--- src/rtl/branch_predictor_if.sv ---
// ---------------------------------------------------------------------------
// branch_predictor_if
//   Signal bundle between the pipeline (FD lookup, X-stage training) and the
//   bimodal branch predictor.
//
//   Lookup (FD):   pc_fd, inst_fd -> jump (combinational, same cycle)
//   Training (X):  update_valid qualifies update_pc / update_taken /
//                  update_mispredict; one resolved branch per cycle with
//                  update_valid = 1. There is no ready: the predictor always
//                  accepts. The producer must drop update_valid for flushed
//                  or stalled branches so nothing is counted twice.
//   Control:       clear (synchronous flush of the table)
//   Perf:          branch_cnt, mispredict_cnt
//
//   master: pipeline side (drives lookups and updates)
//   slave:  predictor side
// ---------------------------------------------------------------------------
interface branch_predictor_if;
  logic [31:0] pc_fd;
  logic [31:0] inst_fd;
  logic        jump;
  logic        update_valid;
  logic [31:0] update_pc;
  logic        update_taken;
  logic        update_mispredict;
  logic        clear;
  logic [31:0] branch_cnt;
  logic [31:0] mispredict_cnt;

  modport master (
    output pc_fd, inst_fd, update_valid, update_pc, update_taken,
           update_mispredict, clear,
    input  jump, branch_cnt, mispredict_cnt
  );

  modport slave (
    input  pc_fd, inst_fd, update_valid, update_pc, update_taken,
           update_mispredict, clear,
    output jump, branch_cnt, mispredict_cnt
  );
endinterface

--- src/rtl/branch_predictor.sv ---
// ---------------------------------------------------------------------------
// branch_predictor
//   Bimodal predictor: 2**INDEX_W two-bit saturating counters indexed by
//   PC[INDEX_W+1:2]. Predicts taken for conditional branches (opcode 1100011)
//   whose counter MSB is set. Trained by resolved branch outcomes from X.
//   Also counts resolved branches and mispredictions.
//
//   Ports:
//     clk  - clock, all state on rising edge
//     rst  - asynchronous active-high reset
//     bp   - branch_predictor_if.slave (lookup, training, clear, perf counters)
//
//   Counter encoding: 00 strong NT, 01 weak NT, 10 weak T, 11 strong T.
// ---------------------------------------------------------------------------
module branch_predictor #(
  parameter int INDEX_W = 4
) (
  input  logic                clk,
  input  logic                rst,
  branch_predictor_if.slave   bp
);

  localparam int ENTRIES = 1 << INDEX_W;
  localparam logic [6:0] OP_BRANCH = 7'b1100011;

  logic [1:0]         r_tbl [ENTRIES];
  logic [31:0]        r_branch_cnt;
  logic [31:0]        r_mispredict_cnt;

  logic [INDEX_W-1:0] w_lk_idx;
  logic [INDEX_W-1:0] w_up_idx;
  logic [1:0]         w_up_ctr;
  logic               w_is_branch;

  assign w_lk_idx    = bp.pc_fd[INDEX_W+1:2];
  assign w_up_idx    = bp.update_pc[INDEX_W+1:2];
  assign w_up_ctr    = r_tbl[w_up_idx];
  assign w_is_branch = (bp.inst_fd[6:0] == OP_BRANCH);

  // Combinational lookup reads the registered table only, so a same-cycle
  // update to the same index is not bypassed.
  assign bp.jump           = w_is_branch && r_tbl[w_lk_idx][1];
  assign bp.branch_cnt     = r_branch_cnt;
  assign bp.mispredict_cnt = r_mispredict_cnt;

  // Table: clear has priority over a concurrent update.
  always_ff @(posedge clk or posedge rst) begin
    if (rst) begin
      for (int i = 0; i < ENTRIES; i++) r_tbl[i] <= 2'b01;
    end else if (bp.clear) begin
      for (int i = 0; i < ENTRIES; i++) r_tbl[i] <= 2'b01;
    end else if (bp.update_valid) begin
      if (bp.update_taken) begin
        if (w_up_ctr != 2'b11) r_tbl[w_up_idx] <= w_up_ctr + 2'b01;
      end else begin
        if (w_up_ctr != 2'b00) r_tbl[w_up_idx] <= w_up_ctr - 2'b01;
      end
    end
  end

  // Perf counters ignore clear; they wrap naturally at 32 bits.
  always_ff @(posedge clk or posedge rst) begin
    if (rst) begin
      r_branch_cnt     <= '0;
      r_mispredict_cnt <= '0;
    end else if (bp.update_valid) begin
      r_branch_cnt <= r_branch_cnt + 32'd1;
      if (bp.update_mispredict) r_mispredict_cnt <= r_mispredict_cnt + 32'd1;
    end
  end

  // PC offset bits, bits above the index and the non-opcode instruction
  // field do not influence the prediction.
  logic w_unused;
  assign w_unused = ^{bp.pc_fd[1:0], bp.pc_fd[31:INDEX_W+2],
                      bp.update_pc[1:0], bp.update_pc[31:INDEX_W+2],
                      bp.inst_fd[31:7]};

endmodule

--- src/flat_wrapper.sv ---
// flat-port wrapper written by rule: the top's interface ports become plain ports
module branch_predictor_flat 
#(
  parameter int INDEX_W = 4
)
  (clk, rst, bp_pc_fd, bp_inst_fd, bp_update_valid, bp_update_pc, bp_update_taken, bp_update_mispredict, bp_clear, bp_jump, bp_branch_cnt, bp_mispredict_cnt);
  branch_predictor_if bp_i ();
  input  logic clk;
  input  logic rst;
  input wire logic [$bits(bp_i.pc_fd)-1:0] bp_pc_fd;
  input wire logic [$bits(bp_i.inst_fd)-1:0] bp_inst_fd;
  input wire logic [$bits(bp_i.update_valid)-1:0] bp_update_valid;
  input wire logic [$bits(bp_i.update_pc)-1:0] bp_update_pc;
  input wire logic [$bits(bp_i.update_taken)-1:0] bp_update_taken;
  input wire logic [$bits(bp_i.update_mispredict)-1:0] bp_update_mispredict;
  input wire logic [$bits(bp_i.clear)-1:0] bp_clear;
  output wire logic [$bits(bp_i.jump)-1:0] bp_jump;
  output wire logic [$bits(bp_i.branch_cnt)-1:0] bp_branch_cnt;
  output wire logic [$bits(bp_i.mispredict_cnt)-1:0] bp_mispredict_cnt;
  assign bp_i.pc_fd = bp_pc_fd;
  assign bp_i.inst_fd = bp_inst_fd;
  assign bp_i.update_valid = bp_update_valid;
  assign bp_i.update_pc = bp_update_pc;
  assign bp_i.update_taken = bp_update_taken;
  assign bp_i.update_mispredict = bp_update_mispredict;
  assign bp_i.clear = bp_clear;
  assign bp_jump = bp_i.jump;
  assign bp_branch_cnt = bp_i.branch_cnt;
  assign bp_mispredict_cnt = bp_i.mispredict_cnt;
  branch_predictor #(.INDEX_W(INDEX_W)) u_core (.clk(clk), .rst(rst), .bp(bp_i));
endmodule
--- config.mk ---
export PLATFORM = sky130hd
export DESIGN_NAME = branch_predictor_flat
export DESIGN_NICKNAME = d
export VERILOG_FILES = /design/src/rtl/branch_predictor_if.sv /design/src/rtl/branch_predictor.sv /design/src/flat_wrapper.sv
export SDC_FILE = /design/constraint.sdc
export NUM_CORES = 1
export LEC_CHECK = 0
export ABC_AREA = 1
export CORE_ASPECT_RATIO = 0.75
export CORE_UTILIZATION = 43
export CTS_CLUSTER_SIZE = 25
export DETAILED_ROUTE_END_ITERATION = 10
export PLACE_DENSITY = 0.9
export SYNTH_ARGS = -nofsm -noshare
export SYNTH_HDL_FRONTEND = slang
export SYNTH_SLANG_ARGS = --single-unit
--- constraint.sdc ---
create_clock -name clk -period 2.6 [get_ports clk]
set_input_delay 0.26 -clock clk [delete_from_list [all_inputs] [get_ports clk]]
set_output_delay 0.26 -clock clk [all_outputs]
set_load 0.005 [all_outputs]
Yosys cells after proc, flatten, opt, wreduce, memory -nomap -nowiden. Index checks and enable logic that the tools add are counted. Widths: inputs -> output; s select.

Add/subtract/negate cells: 4. Order comparisons: 3. Eq/ne operators: 3. Muxes and demuxes: 15. Bitwise gates (word level): 2. Reductions and logical operators: 7.

Operator list (count): $mux 32 (5); $add 32x1->32 const B (2); $bwmux 32 (2); $bmux 2 s4 (2); $ge 5x5->1 const B (2); $mux 2 (5); $not 4->5 (2); $demux 2 s4 (1); $eq 7x7->1 const B (1); $lt 5x1->1 const B (1); $reduce_bool 2->1 (2); $ne 3x1->1 const B (1); $reduce_and 3->1 (1); $reduce_bool 3->1 (1); $add 2x1->2 const B (1); $logic_and 1x1->1 (2); $ne 2x2->1 const B (1); $reduce_and 2->1 (1); $sub 2x1->2 const B (1).

Register bits after elaboration: 96. Input bits: 102. Output and inout bits: 65. Logic and storage cells: 52.

Depth between registers and ports, before layout.
Depth in word-level cells: 10. Depth in mapped cells: 18. Mapped depth without buffers: 17.

Worst setup path after synthesis. OpenSTA, ideal clock, no wires.

Kind: in2reg. Start: input port bp_update_pc[2]. End: register u_core.r_tbl[5] (netlist name). Setup time: 0.132 ns. Data arrival time: 2.022 ns. Data required time: 2.468 ns. Path slack: 0.447 ns. Stages on the path: 18. Buffers on the path: 3. Path through: buf_6 > nand2_1 > nand2_1 > nand2_1 > nand2_1 > nand2_1 > nand2_1 > nor2_4 > buf_6 > inv_1 > ha_1 > nand2_1 > nand3_2 > buf_2 > nor3_1 > inv_1 > nand3_1 > o21ai_0.

Word-level cells in the longest chain between the ends: 10. Elaborated cells on any way between the ends: 23. Classes of those cells: 2 x add/sub; 2 x order compare; 2 x eq/ne; 12 x mux; 1 x bitwise; 4 x reduce/logical.

Ends and longest elaborated chain: start: declaration (line flat_wrapper.sv:13) `input wire logic [$bits(bp_i.update_pc)-1:0] bp_update_pc;`; $not 4->5 (implied by the code) * (line branch_predictor.sv:37, branch_predictor.sv:54, branch_predictor.sv:56); $bmux 2 s4, or another cell as far along (line branch_predictor.sv:37) `assign w_up_ctr = r_tbl[w_up_idx];`; $mux 2 (implied by the code) or $logic_and 1x1->1 (tied branches) (line branch_predictor.sv:37, branch_predictor.sv:54, branch_predictor.sv:56); $mux 2 (on tied branches) (line branch_predictor.sv:37, branch_predictor.sv:54, branch_predictor.sv:56); $sub 2x1->2, or another cell as far along (line branch_predictor.sv:56) `if (w_up_ctr != 2'b00) r_tbl[w_up_idx] <= w_up_ctr - 2'b01;`; $bwmux 32 (on tied branches) (line branch_predictor.sv:56, branch_predictor.sv:54); $mux 32 (on tied branches) (line branch_predictor.sv:56, branch_predictor.sv:54); $mux 32 (line branch_predictor.sv:53) `if (bp.update_taken) begin`; $mux 32 (line branch_predictor.sv:52) `end else if (bp.update_valid) begin`; $mux 32 (line branch_predictor.sv:50) `end else if (bp.clear) begin`; end signal: indexed assignment (line branch_predictor.sv:54) `if (w_up_ctr != 2'b11) r_tbl[w_up_idx] <= w_up_ctr + 2'b01;`; end signal: indexed assignment (line branch_predictor.sv:56); end: declaration (line branch_predictor.sv:26) `logic [1:0] r_tbl [ENTRIES];`.

Every way passes the cells marked *; elsewhere a longest branch is shown, timed or not. The select of a mux whose other input is x is not followed. A chain may end at the register's enable or synchronous reset.

Worst setup path after layout.
Start: input port bp_update_pc[3]. End: register u_core.r_tbl[21] (netlist name).

The elaborated chain is that of the path after synthesis.

==> metrics.cfg <==
[run_status]
status = completed

[grt]
grt.busiest_layer = met2
met1_usage = 0.333
grt_pass1_vias = 4809
grt_max_degree = 30
use_met2 = 0.351
overflow = 0
grt_antenna_before_repair = 0
grt.total_usage = 0.229
grt_pass1_wl_mm = 23.1
met3_usage = 0.0499

[route]
vias = 5109
ant_nets = 0
drt_iter0_markers = 326
drc = 0
firstDrtPassIters = 6
avgRoutedWirePerCell_um = 13.7
wirelength_mm = 13.8
via_per_inst = 5.09

[timing]
fin_worst_skew_ns = 0.00594
finalSetupViolations = 0
max-slew-margin-rel = 0.547
max_slew.worst_pin.slew_ns = 0.674
fmax_mhz = 416
final_max_slew_viol_count = 0
period_share = 0.924
setup_slack_ns = 0.199
hold_violations = 0
rsz0062_at_grt = false
tns_ns = 0
fin_hold_ws_ns = 0.387
period_needed_ns = 2.40

[logic_synthesis]
syn_area_per_cell_sq_um = 7.50
synth_nets = 819
yosys_register_bits = 96
synth_cell_types = 33
yosysWarnings = 0
synthTopCellsByCount = nand2_1 (232), inv_1 (93), dfrtp_1 (80), nor2_1 (59), nand3_1 (53)
ys_top_cells_by_area = dfrtp_1 (37%), nand2_1 (16%), dfstp_2 (7.9%)
yosysMostFrequentCell = nand2_1
synth_flop_cell = dfrtp_1
synth-edff-count = 0
async_flop_share = 1.00
synth_top_area_cell = dfrtp_1
seq_area_frac_synth = 0.453
netlist_instances = 713
synth_top_area_frac = 0.374
syn_area_sq_um = 5350

[clock_tree]
cts_resized = 0
postCtsSetupRepairBufs = 0
clock_latency_ns = 0.34
clock_path_buffers = 2
cts.clk_slew.worst_paths_ns = 0.07
numCtsBuffers = 9
htreeDepth = 3
clock-sinks = 96
cts_tree = yes
cts_root_buf = clkbuf_16
cts_hold_buf = 0

[worst_setup_path]
rr_startpoint = u_core.r_tbl[8]$_DFFE_PP1P_
cp-end-kind = flip-flop
r2r_end = u_core.r_tbl[21]$_DFFE_PP0P_
reg2reg_depth = 15
arrival_ns = 2.62
cp.required_ns = 2.82
rrSetupSlack_ns = 0.39
crit_path_start_kind = input port
critPathMaxFanout = 12
critPathKind = in -> reg

[min_path]
hold_class = in -> async

[die]
rows = 34
coreArea_sq_um = 11900
start_util = 0.451
dieArea_sq_um = 12900
die_h_um = 98.6
pin_count = 167
chipWidth_um = 131

[place]
hpwl_mm = 10.2
io_buffer_count = 85
place_ws_ns = -0.222
gp_congestion = 0.908
placed_area_sq_um = 6680

[power]
vdd_drop_max_uv = 668
power_per_cell_area_nw_per_um2 = 541
p_leak_nw = 3.17

[cells_and_area]
nets = 943
final_area_sq_um = 6990
syn2layout_area_growth_pct = 30.6
drive_gt1_frac = 0.113
diodes = 0

[flow_run]
drv_cap = 0

## cell families (layout without fill, tap and decap cells)
group           Yosys count  after routing  share of synthesized area
simple gates            411            411                      0.338
buf+inv                 106            235                     0.0781
flops                    96             96                      0.453
compound gates           53             53                     0.0515
xor+xnor                 43             43                     0.0704
fa+ha+maj                 4              4                    0.00936
## area by class of cell
| type | count | area [sq um] |
|---|---|---|
| fillers | 1011 | 4880 |
| multi-input cells | 511 | 2520 |
| flip-flops and latches | 96 | 2420 |
| repair buffers | 122 | 1180 |
| inverters | 97 | 368 |
| clock buffers | 11 | 233 |
| well taps | 162 | 203 |
| clock inverters | 5 | 56.3 |
## where the power goes
group | leakage (nW) | internal [mW] | total (mW) | switching, mW
sequential | 1.25 | 1.61 | 1.77 | 0.165
combinational | 1.78 | 0.371 | 0.709 | 0.337
clock | 0.140 | 0.746 | 1.30 | 0.550
## routing by layer
metal / part of all wire / vias to the layer above / wire length (um)
met2: 0.45 / 199 / 6260
met5: 0 / - / 0
li1: - / 2508 / -
met3: 0.080 / 9 / 1100
met1: 0.46 / 2393 / 6330
met4: 0.0051 / 0 / 70
## per-stage QoR
stage               utilization  power, mW  instances
detailed placement        0.563       2.49        988
global route              0.589       3.97       1004
finish                    0.589       3.78       1004
global placement          0.563       2.47        988
floorplan                     -       2.08        713
CTS                       0.587       3.80       1004
## critical path: stages
cell and delay [ns]:
clkdlybuf4s50_1 0.52, buf_4 0.14, nor2_2 0.04, inv_1 0.12
o22ai_1 0.08, o21ai_0 0.16, nand2_1 0.09, inv_1 0.06
nand2_1 0.05, ha_1 0.18, nand2_1 0.08, nand3_2 0.12
buf_12 0.19, nor3_1 0.23, inv_1 0.12, nand3_1 0.08
o21ai_0 0.09
## worst max-delay path by stage
stage               startpoint                      endpoint  slack, ns  depth (start not counted)
2_1_floorplan  bp_update_pc[2]   u_core.r_tbl[5]$_DFFE_PP0P_       0.45                         18
3_3_place_gp   bp_update_pc[2]   u_core.r_tbl[9]$_DFFE_PP0P_      -0.20                         18
3_5_place_dp   bp_update_pc[2]   u_core.r_tbl[7]$_DFFE_PP0P_      -0.22                         18
4_1_cts        bp_update_pc[2]   u_core.r_tbl[6]$_DFFE_PP1P_       0.05                         18
5_1_grt        bp_update_pc[3]  u_core.r_tbl[20]$_DFFE_PP1P_       0.02                         16
6_report       bp_update_pc[3]  u_core.r_tbl[21]$_DFFE_PP0P_       0.20                         17
## placed cells by master (no fill, tap or decap), types with 2 or more instances in the layout
master / count
clkdlybuf4s50_1: 84
nand3_2: 2
nor2_4: 3
buf_4: 33
clkbuf_16: 9
o211ai_1: 2
o21ai_0: 23
clkinv_2: 2
clkinvlp_4: 2
xor2_1: 22
nand2_1: 232
nor3_2: 8
inv_2: 4
dfstp_2: 16
nor2_1: 59
dfrtp_1: 80
nor2_2: 6
inv_1: 92
nor3_1: 17
nand4_1: 19
or2_2: 2
clkbuf_1: 2
a21oi_1: 21
o21ai_1: 4
xnor2_1: 21
buf_12: 4
nand3_1: 53
ha_1: 4
nand3b_1: 7
## sequential cells by signal, indices dropped and copies added (netlist names)
register                  count
u_core.bp.branch_cnt         32
u_core.bp.mispredict_cnt     32
u_core.r_tbl                 32
Note: power is estimated with default switching activity, not from simulation.
